==> config.mk <==
export PLATFORM = sky130hd
export DESIGN_NAME = slave_out_port
export DESIGN_NICKNAME = d
export VERILOG_FILES = /design/src/rtl/slave_out_port_pkg.sv /design/src/rtl/slave_out_port_tx_shift_reg.sv /design/src/rtl/slave_out_port.sv
export SDC_FILE = /design/constraint.sdc
export NUM_CORES = 1
export LEC_CHECK = 0
export ABC_AREA = 1
export CAP_MARGIN = 5
export CORE_MARGIN = 2
export CORE_UTILIZATION = 47
export DETAILED_ROUTE_END_ITERATION = 8
export PLACE_DENSITY = 0.81
export SYNTH_ARGS = -nofsm -noshare
export SYNTH_HDL_FRONTEND = slang
export SYNTH_SLANG_ARGS = --single-unit
==> constraint.sdc <==
create_clock -name clk -period 1.5 [get_ports clk]
set_input_delay 0.3 -clock clk [delete_from_list [all_inputs] [get_ports clk]]
set_output_delay 0.3 -clock clk [all_outputs]
set_load 0.005 [all_outputs]
==> src/rtl/slave_out_port_pkg.sv <==
// Shared bus definitions for the slave read-response transmitter.
package slave_out_port_pkg;

  localparam int DATA_LEN_DEF = 8;

  localparam logic [1:0] READ_INSTR = 2'b11;

  typedef enum logic [2:0] {
    IDLE           = 3'd0,
    WAIT_HANDSHAKE = 3'd1,
    SEND           = 3'd2,
    DONE           = 3'd3
  } port_state_e;

endpackage

==> src/rtl/slave_out_port_tx_shift_reg.sv <==
// Parallel-in / serial-out register; presents the current LSB and shifts right
// with zero fill.
module tx_shift_reg #(
  parameter int WIDTH = 8
) (
  input  logic             clk,
  input  logic             reset,
  input  logic             load,
  input  logic             shift_en,
  input  logic [WIDTH-1:0] din,
  output logic             lsb
);

  logic [WIDTH-1:0] shift_r;

  // Load has priority over shift; both are held off by reset.
  always_ff @(posedge clk) begin
    if (reset) begin
      shift_r <= '0;
    end else if (load) begin
      shift_r <= din;
    end else if (shift_en) begin
      shift_r <= {1'b0, shift_r[WIDTH-1:1]};
    end else begin
      shift_r <= shift_r;
    end
  end

  assign lsb = shift_r[0];

endmodule

==> src/rtl/slave_out_port.sv <==
// Slave-side serial transmitter: latches a read word, handshakes with the
// master, then sends it LSB first, one bit per cycle.
module slave_out_port
  import slave_out_port_pkg::*;
#(
  parameter int DATA_LEN = DATA_LEN_DEF
) (
  input  logic                clk,
  input  logic                reset,
  input  logic                read_en,
  input  logic [DATA_LEN-1:0] data,
  input  logic                data_load,
  input  logic                master_ready,
  output logic                tx_data,
  output logic                slave_valid,
  output logic                tx_done,
  output logic                busy
);

  localparam int CNT_W = $clog2(DATA_LEN);
  localparam logic [CNT_W-1:0] LAST_BIT = CNT_W'(DATA_LEN - 1);

  port_state_e      state_r;
  logic [CNT_W-1:0] cnt_r;
  logic             tx_data_r;
  logic             slave_valid_r;
  logic             tx_done_r;
  logic             busy_r;
  logic             load_s;
  logic             shift_s;
  logic             lsb_s;

  // Shift register control: the handshake edge pops bit 0, each SEND edge pops the next.
  always_comb begin
    load_s  = 1'b0;
    shift_s = 1'b0;
    case (state_r)
      IDLE:           load_s  = read_en & data_load;
      WAIT_HANDSHAKE: shift_s = read_en & master_ready;
      SEND:           shift_s = 1'b1;
      default: begin
        load_s  = 1'b0;
        shift_s = 1'b0;
      end
    endcase
  end

  tx_shift_reg #(
    .WIDTH (DATA_LEN)
  ) u_shift (
    .clk      (clk),
    .reset    (reset),
    .load     (load_s),
    .shift_en (shift_s),
    .din      (data),
    .lsb      (lsb_s)
  );

  // Frame FSM with bit counter and registered outputs.
  always_ff @(posedge clk) begin
    if (reset) begin
      state_r       <= IDLE;
      cnt_r         <= '0;
      tx_data_r     <= 1'b0;
      slave_valid_r <= 1'b0;
      tx_done_r     <= 1'b0;
      busy_r        <= 1'b0;
    end else begin
      case (state_r)
        IDLE: begin
          tx_done_r <= 1'b0;
          tx_data_r <= 1'b0;
          if (read_en && data_load) begin
            state_r       <= WAIT_HANDSHAKE;
            slave_valid_r <= 1'b1;
            busy_r        <= 1'b1;
          end else begin
            slave_valid_r <= 1'b0;
            busy_r        <= 1'b0;
          end
        end
        WAIT_HANDSHAKE: begin
          // A dropped read_en wins over a simultaneous master_ready.
          if (!read_en) begin
            state_r       <= IDLE;
            slave_valid_r <= 1'b0;
            busy_r        <= 1'b0;
          end else if (slave_valid_r && master_ready) begin
            state_r       <= SEND;
            slave_valid_r <= 1'b0;
            tx_data_r     <= lsb_s;
            cnt_r         <= '0;
          end else begin
            state_r <= WAIT_HANDSHAKE;
          end
        end
        SEND: begin
          if (cnt_r == LAST_BIT) begin
            state_r   <= DONE;
            tx_data_r <= 1'b0;
            tx_done_r <= 1'b1;
            cnt_r     <= '0;
          end else begin
            tx_data_r <= lsb_s;
            cnt_r     <= cnt_r + CNT_W'(1);
          end
        end
        DONE: begin
          state_r   <= IDLE;
          tx_done_r <= 1'b0;
          busy_r    <= 1'b0;
        end
        default: begin
          state_r       <= IDLE;
          cnt_r         <= '0;
          tx_data_r     <= 1'b0;
          slave_valid_r <= 1'b0;
          tx_done_r     <= 1'b0;
          busy_r        <= 1'b0;
        end
      endcase
    end
  end

  assign tx_data     = tx_data_r;
  assign slave_valid = slave_valid_r;
  assign tx_done     = tx_done_r;
  assign busy        = busy_r;

endmodule

==> run summary, run 1 <==
Outcome - complete, no violations
Sw Ratio - 32.0%
Primary FF master, synth - dfxtp_1
Hold Path Stages - 2
Crit path max-delay family - buffers and inverters
Mean Syn Cell Area - 6.90 um^2
First-pass GRT wire length - 3950 um
Number of hold violations in the final report - 0
ANT nets after route - 0
Crit path kind - reg -> out
Post-Syn Area - 1060 um^2
Antenna violations before repair - 0
H-tree depth - 1
Vias in the first global route - 917
CP peak stage delay - 0.50 ns
Mapped Nets - 173
CP Capture Type - output pin
Clk slew on worst S/H paths - 0.10 ns
Layout Utilization - 60.6%
GRT Util Overall - 19.9%
Async SR Flop Fraction - 0%
Leakage power - 0.598 nW
DP Area - 1270 um^2
WL/cell - 11.3 um
Critical Path Fanout Max - 4
R2R Path Start - state_r[0]
Post-synth EDFFs - 0
Reg2Reg Depth - 8
Iter 0 DRT Violations - 44
Chip width - 51.4 um
Crit path time final - 1.46 ns
Worst-Skew Late Latency - 0.30 ns
Antenna Cells - 0
R2R setup slack - 0.10 ns
Clock Power Share - 24.6%
Worst Path Arrival - 1.16 ns
Tcrit/Tclk final - 97.5%
MaxCap Viol Count - 0
DRC - 0
Total Wirelength - 2330 um
Combinational Power Share - 27.8%
Leading area contributor after synthesis - dfxtp_1
CTS sink count - 17
Post-synthesis instance total - 153
Vias per Instance - 4.88
Die height - 51.4 um
Hold endpoint - cnt_r[1]
Syn. warnings - 0
RSZ-0062 raised after global routing - false
Min-Delay Path Class - reg -> reg
CTS tree - built
Number of setup violations in the final report - 0
Worst Path Required - 1.20 ns
Hold wc startpoint - cnt_r[1]
Setup_tns - 0 ns
P_int - 0.717 mW
Share of layout cells above drive strength 1 - 18.0%
Commonest cells in the netlist - nand2_1 (49), dfxtp_1 (17), inv_1 (16)
Starting density of the core - 48.7%
Die Area - 2640 um^2
Largest net degree at the start of global routing - 13
Largest cells by area after synthesis - dfxtp_1 (32%), nand2_1 (17%), ha_1 (8.3%)
Worst IR drop on VDD - 0.000451 V
Fmax - 684 MHz
Worst path buffer plus inverter count - 1
Std cell rows - 17
Share of the synthesized area in the top cell type - 32.2%
Top-count cell post-synth - nand2_1
DRT Pass-1 Iters - 4
Number of top-level pins - 17
Flops & latches, synth - 17
P per Cell Area - 802 nW/um^2
Core Region - 2170 um^2
Final instance area - 1320 um^2
R2R Path End - state_r[1]
Slew Limit Fails - 0
Area delta synth->final - 24.5%
NetSw - 0.337 mW
Clock root buffer - clkbuf_4
RePlAce Congestion - 0.845
Seq/Total Area, Yosys - 32.2%
Worst slew margin - 79.2%
Post-layout net count - 199
Critical-path cell with the highest stage delay - clkdlybuf4s50_1
CTS buffer count - 3
Actual slew at the worst max-slew pin - 0.310 ns
Hold slack - 0.479 ns
Critical path launch point type - flop
Post-synth cell types - 19
Longest Clk Path Bufs - 2
Congestion Overflow GR - 0
Sequential share of power - 47.7%
Clk_skew - 0.00187 ns
Total number of vias - 1006
IO buf count - 16
Cells along the critical path - clkdlybuf4s50_1
DPL Wire Length - 1810 um
[layout make-up]
type	count	area, um^2
Clock buffer	4	26.3
Tap cell	28	35.0
Sequential cell	17	347
Timing Repair Buffer	27	243
Inverter	18	67.6
Fill cell	193	855
Multi-Input combinational cell	112	597
[per-layer routing]
layer	GRT usage, %	wire length (um)
met5	0	0
met4	7.02	36
met3	3.51	134
met2	32.5	1120
met1	26.2	1040
[registers in the layout (all words and copies together), names as in the netlist]
name	count
busy	1
cnt_r	3
slave_valid	1
state_r	2
tx_data	1
tx_done	1
u_shift.shift_r	8
[power by group through the flow]
stage | clock network [mW] | logic, mW | registers, mW
finish | 0.259 | 0.293 | 0.502
global route | 0.277 | 0.329 | 0.506
CTS | 0.264 | 0.289 | 0.500
detailed placement | 0 | 0.286 | 0.511
global placement | 0 | 0.276 | 0.509
floorplan | 0 | 0.200 | 0.505
[layout by cell type, fill, tap and decap left out]
master	n
nand2_1	49
clkbuf_1	1
dfxtp_2	2
clkdlybuf4s50_1	16
o21ai_0	2
ha_1	6
dfxtp_4	1
nand3_4	2
buf_4	11
ha_2	1
inv_1	16
nand3_1	7
nand2_4	2
inv_2	1
nor2_2	8
dfxtp_1	14
clkinv_1	1
nor2_1	14
clkbuf_4	3
a21oi_1	11
nand4_1	9
nand2_2	1
[metrics by stage]
stage	cells	total power, mW	setup WS, ns
finish	206	1.05	0.0372
global route	206	1.11	0.00207
CTS	205	1.05	0.0139
detailed placement	201	0.797	-0.0569
global placement	201	0.785	-0.0333
floorplan	153	0.705	0.0616
[repair_timing]
action                     4_1_cts  5_1_grt
gates resized for setup          1        5
hold buffers                     0        0
setup endpoints to repair        1       15
buffers inserted                 0        1
[logic make-up after synthesis]
group                      count (synthesis)  share of synthesized area (%)
and+or+nand+nor                           92                           41.6
buffers and inverters                     24                           11.7
DFF                                       17                           32.2
AOI/OAI and AO/OA                         13                           6.16
adders and majority gates                  7                           8.29
[worst max-delay path by stage]
stage / slack, ns / end / depth (start not counted) / startpoint
global placement: -0.03 / u_shift.shift_r[2] / 9 / read_en
detailed placement: -0.06 / u_shift.shift_r[2] / 9 / read_en
floorplan: 0.06 / u_shift.shift_r[1] / 9 / state_r[0]
finish: 0.04 / slave_valid / 1 / slave_valid
CTS: 0.01 / u_shift.shift_r[3] / 7 / state_r[0]
global route: 0.002 / u_shift.shift_r[2] / 9 / state_r[0]
Note: power is estimated with default switching activity, not from simulation.
==> run 2, diff against run 1 <==
--- a/config.mk
+++ b/config.mk
@@ -6,6 +6,7 @@
 export NUM_CORES = 1
 export LEC_CHECK = 0
 export ABC_AREA = 1
+export ABC_CLOCK_PERIOD_IN_PS = 1500
 export CAP_MARGIN = 5
 export CORE_MARGIN = 2
 export CORE_UTILIZATION = 47
==> results of run 2 <==
Final layout, timing and power as in run 1 (identical DEF).
==> run 3, diff against run 2 <==
--- a/config.mk
+++ b/config.mk
@@ -6,7 +6,7 @@
 export NUM_CORES = 1
 export LEC_CHECK = 0
 export ABC_AREA = 1
-export ABC_CLOCK_PERIOD_IN_PS = 1500
+export ABC_CLOCK_PERIOD_IN_PS = 1300
 export CAP_MARGIN = 5
 export CORE_MARGIN = 2
 export CORE_UTILIZATION = 47
==> constraint.sdc (replaced) <==
create_clock -name clk -period 1.3 [get_ports clk]
set_input_delay 0.26 -clock clk [delete_from_list [all_inputs] [get_ports clk]]
set_output_delay 0.26 -clock clk [all_outputs]
set_load 0.005 [all_outputs]
==> run summary, run 3 (same netlist as run 1, synthesis figures left out) <==
CTS tree - built (unchanged)
DPL Wire Length - 1750 um (was 1810 um)
Longest Clk Path Bufs - 2 (unchanged)
RePlAce Congestion - 0.844 (was 0.845)
Worst setup margin - -0.0184 ns (was 0.0372 ns)
Die Area - 2640 um^2 (unchanged)
Crit path time final - 1.32 ns
CP Capture Type - flop (was output pin)
Setup WS pre-CTS - -0.351 ns (was -0.0569 ns)
Total Wirelength - 2750 um (was 2330 um)
WL/cell - 12.9 um (was 11.3 um)
Max FFs per register - 8 (unchanged)
Worst Path Required - 1.51 ns (was 1.20 ns)
Sequential share of power - 45.3% (was 47.7%)
Starting density of the core - 48.7% (unchanged)
DRC - 0 (unchanged)
Most frequent cells in the layout - nand2_1 (39), buf_4 (16) (was nand2_1 (49), inv_1 (16), clkdlybuf4s50_1 (16))
NetSw - 0.434 mW (was 0.337 mW)
Clk_skew - 0.00549 ns (was 0.00187 ns)
Clock Power Share - 23.0% (was 24.6%)
Min-Delay Path Class - reg -> reg (unchanged)
Clk slew on worst S/H paths - 0.11 ns (was 0.10 ns)
P_int - 0.850 mW (was 0.717 mW)
CTS sink count - 17 (unchanged)
Clock root buffer - clkbuf_4 (unchanged)
Failing checks - negative setup slack
Worst IR drop on VDD - 0.000624 V (was 0.000451 V)
Sw Ratio - 33.8% (was 32.0%)
Vias in the first global route - 1049 (was 917)
Antenna violations before repair - 0 (unchanged)
Iter 0 DRT Violations - 27 (was 44)
Worst-Skew Late Latency - 0.30 ns (about the same)
ANT nets after route - 0 (unchanged)
Area delta synth->final - 39.2% (was 24.5%)
Number of setup violations in the final report - 5 (was 0)
Vias per Instance - 5.12 (was 4.88)
DRT Pass-1 Iters - 4 (unchanged)
Number of top-level pins - 17 (unchanged)
Largest net degree at the start of global routing - 11 (was 13)
Congestion Overflow GR - 0 (unchanged)
P per Cell Area - 874 nW/um^2 (was 802 nW/um^2)
Antenna Cells - 0 (unchanged)
Worst Path Arrival - 1.53 ns (was 1.16 ns)
IO buf count - 16 (unchanged)
Slew Limit Fails - 0 (unchanged)
Setup_tns - -0.0621 ns (was 0 ns)
Share of layout cells above drive strength 1 - 35.1% (was 18.0%)
Core Region - 2170 um^2 (unchanged)
Total number of vias - 1090 (was 1006)
Crit path kind - reg -> reg (was reg -> out)
Critical path launch point type - flop (unchanged)
Leakage power - 0.671 nW (was 0.598 nW)
First-pass GRT wire length - 4520 um (was 3950 um)
Combinational Power Share - 31.7% (was 27.8%)
Chip width - 51.4 um (unchanged)
Tcrit/Tclk final - 101%
Leading registers by flop count - u_shift.shift_r (8), cnt_r (3), state_r (2) (unchanged)
Die height - 51.4 um (unchanged)
RSZ-0062 raised after global routing - true (was false)
MaxCap Viol Count - 0 (unchanged)
Critical Path Fanout Max - 6 (was 4)
CTS buffer count - 3 (unchanged)
Fmax - 758 MHz
Reg with most FFs - u_shift.shift_r (unchanged)
GRT Util Overall - 23.0% (was 19.9%)
Worst slew margin - 71.0% (was 79.2%)
Number of hold violations in the final report - 0 (unchanged)
Post-layout net count - 206 (was 199)
Actual slew at the worst max-slew pin - 0.435 ns (was 0.310 ns)
H-tree depth - 1 (unchanged)
Commonest non-fill, non-tap cell in the layout - nand2_1 (unchanged)
Std cell rows - 17 (unchanged)
Outcome - finished, violations left (was complete, no violations)
## run 3: cell types whose count changed in the layout (fill, tap and decap cells not counted), moves of 2 or more
| cell | change |
|---|---|
| buf_4 | +5 |
| clkdlybuf4s50_1 | -5 |
| dfxtp_1 | -3 |
| dfxtp_2 | +2 |
| dlygate4sd2_1 | +5 |
| ha_1 | -2 |
| ha_4 | +3 |
| inv_1 | -5 |
| inv_2 | +2 |
| inv_4 | +3 |
| nand2_1 | -10 |
| nand2_2 | +10 |
| nor2_1 | -4 |
| nor2_2 | +3 |
## run 3: per-layer routing
layer	part of all wire, %	track usage [%]	vias up	routed length, um
met2	51	39.7	35	1390
met3	5.9	4.09	2	163
met4	1.0	11.4	0	28
met5	0	0	-	0
met1	42	27.1	503	1160
li1	-	-	550	-
## run 3: final cells by class
type | instances | area, um^2
sequential | 17 | 353
tap | 28 | 35.0
timing repair buffer | 32 | 274
inverter | 18 | 75.1
clock inverter | 1 | 5.00
fill | 200 | 699
clock buffer | 3 | 22.5
multi-input combinational | 114 | 706
## run 3: through the flow
stage	util [%]	total power [mW]	hold slack [ns]	cells	cell area [um^2]
floorplan	-	0.834	0.407	153	1100
global placement	60.1	0.924	0.454	200	1310
detailed placement	60.1	0.937	0.464	200	1310
CTS	64.9	1.26	0.476	209	1410
global route	67.8	1.37	0.488	213	1470
finish	67.8	1.28	0.474	213	1470
## run 3: worst paths after layout
path | slack (ns) | from | endpoint | cells after the start
hold / removal | 0.47 | tx_data | tx_data | 2
hold reg to reg | 0.47 | tx_data | tx_data | 2
setup / recovery | -0.02 | state_r[0] | u_shift.shift_r[2] | 8
setup reg to reg | -0.02 | state_r[0] | u_shift.shift_r[2] | 8
## run 3: power groups by stage
stage	clock network, mW	registers (mW)	logic, mW
final	0.296	0.582	0.407
after global routing	0.337	0.584	0.446
after CTS	0.308	0.580	0.377
after detailed placement	0	0.589	0.347
after global placement	0	0.588	0.336
after floorplan	0	0.585	0.249
## run 3: worst max-delay path, cell delays in order, from the launching register on
cell     delay (ns)
dfxtp_4        0.41
inv_4          0.06
ha_4           0.18
inv_4          0.09
nand2_4        0.07
nand3_4        0.15
nand2_4        0.11
nor2_1         0.13
nor2_2         0.05
## run 3: timing repair
action,CTS,global route
pin swaps,6,5
endpoints found under the setup margin,12,13
hold buffers,0,0
setup buffers,3,4
hold endpoints to repair,0,0
cloned,2,0
gates resized for setup,17,14
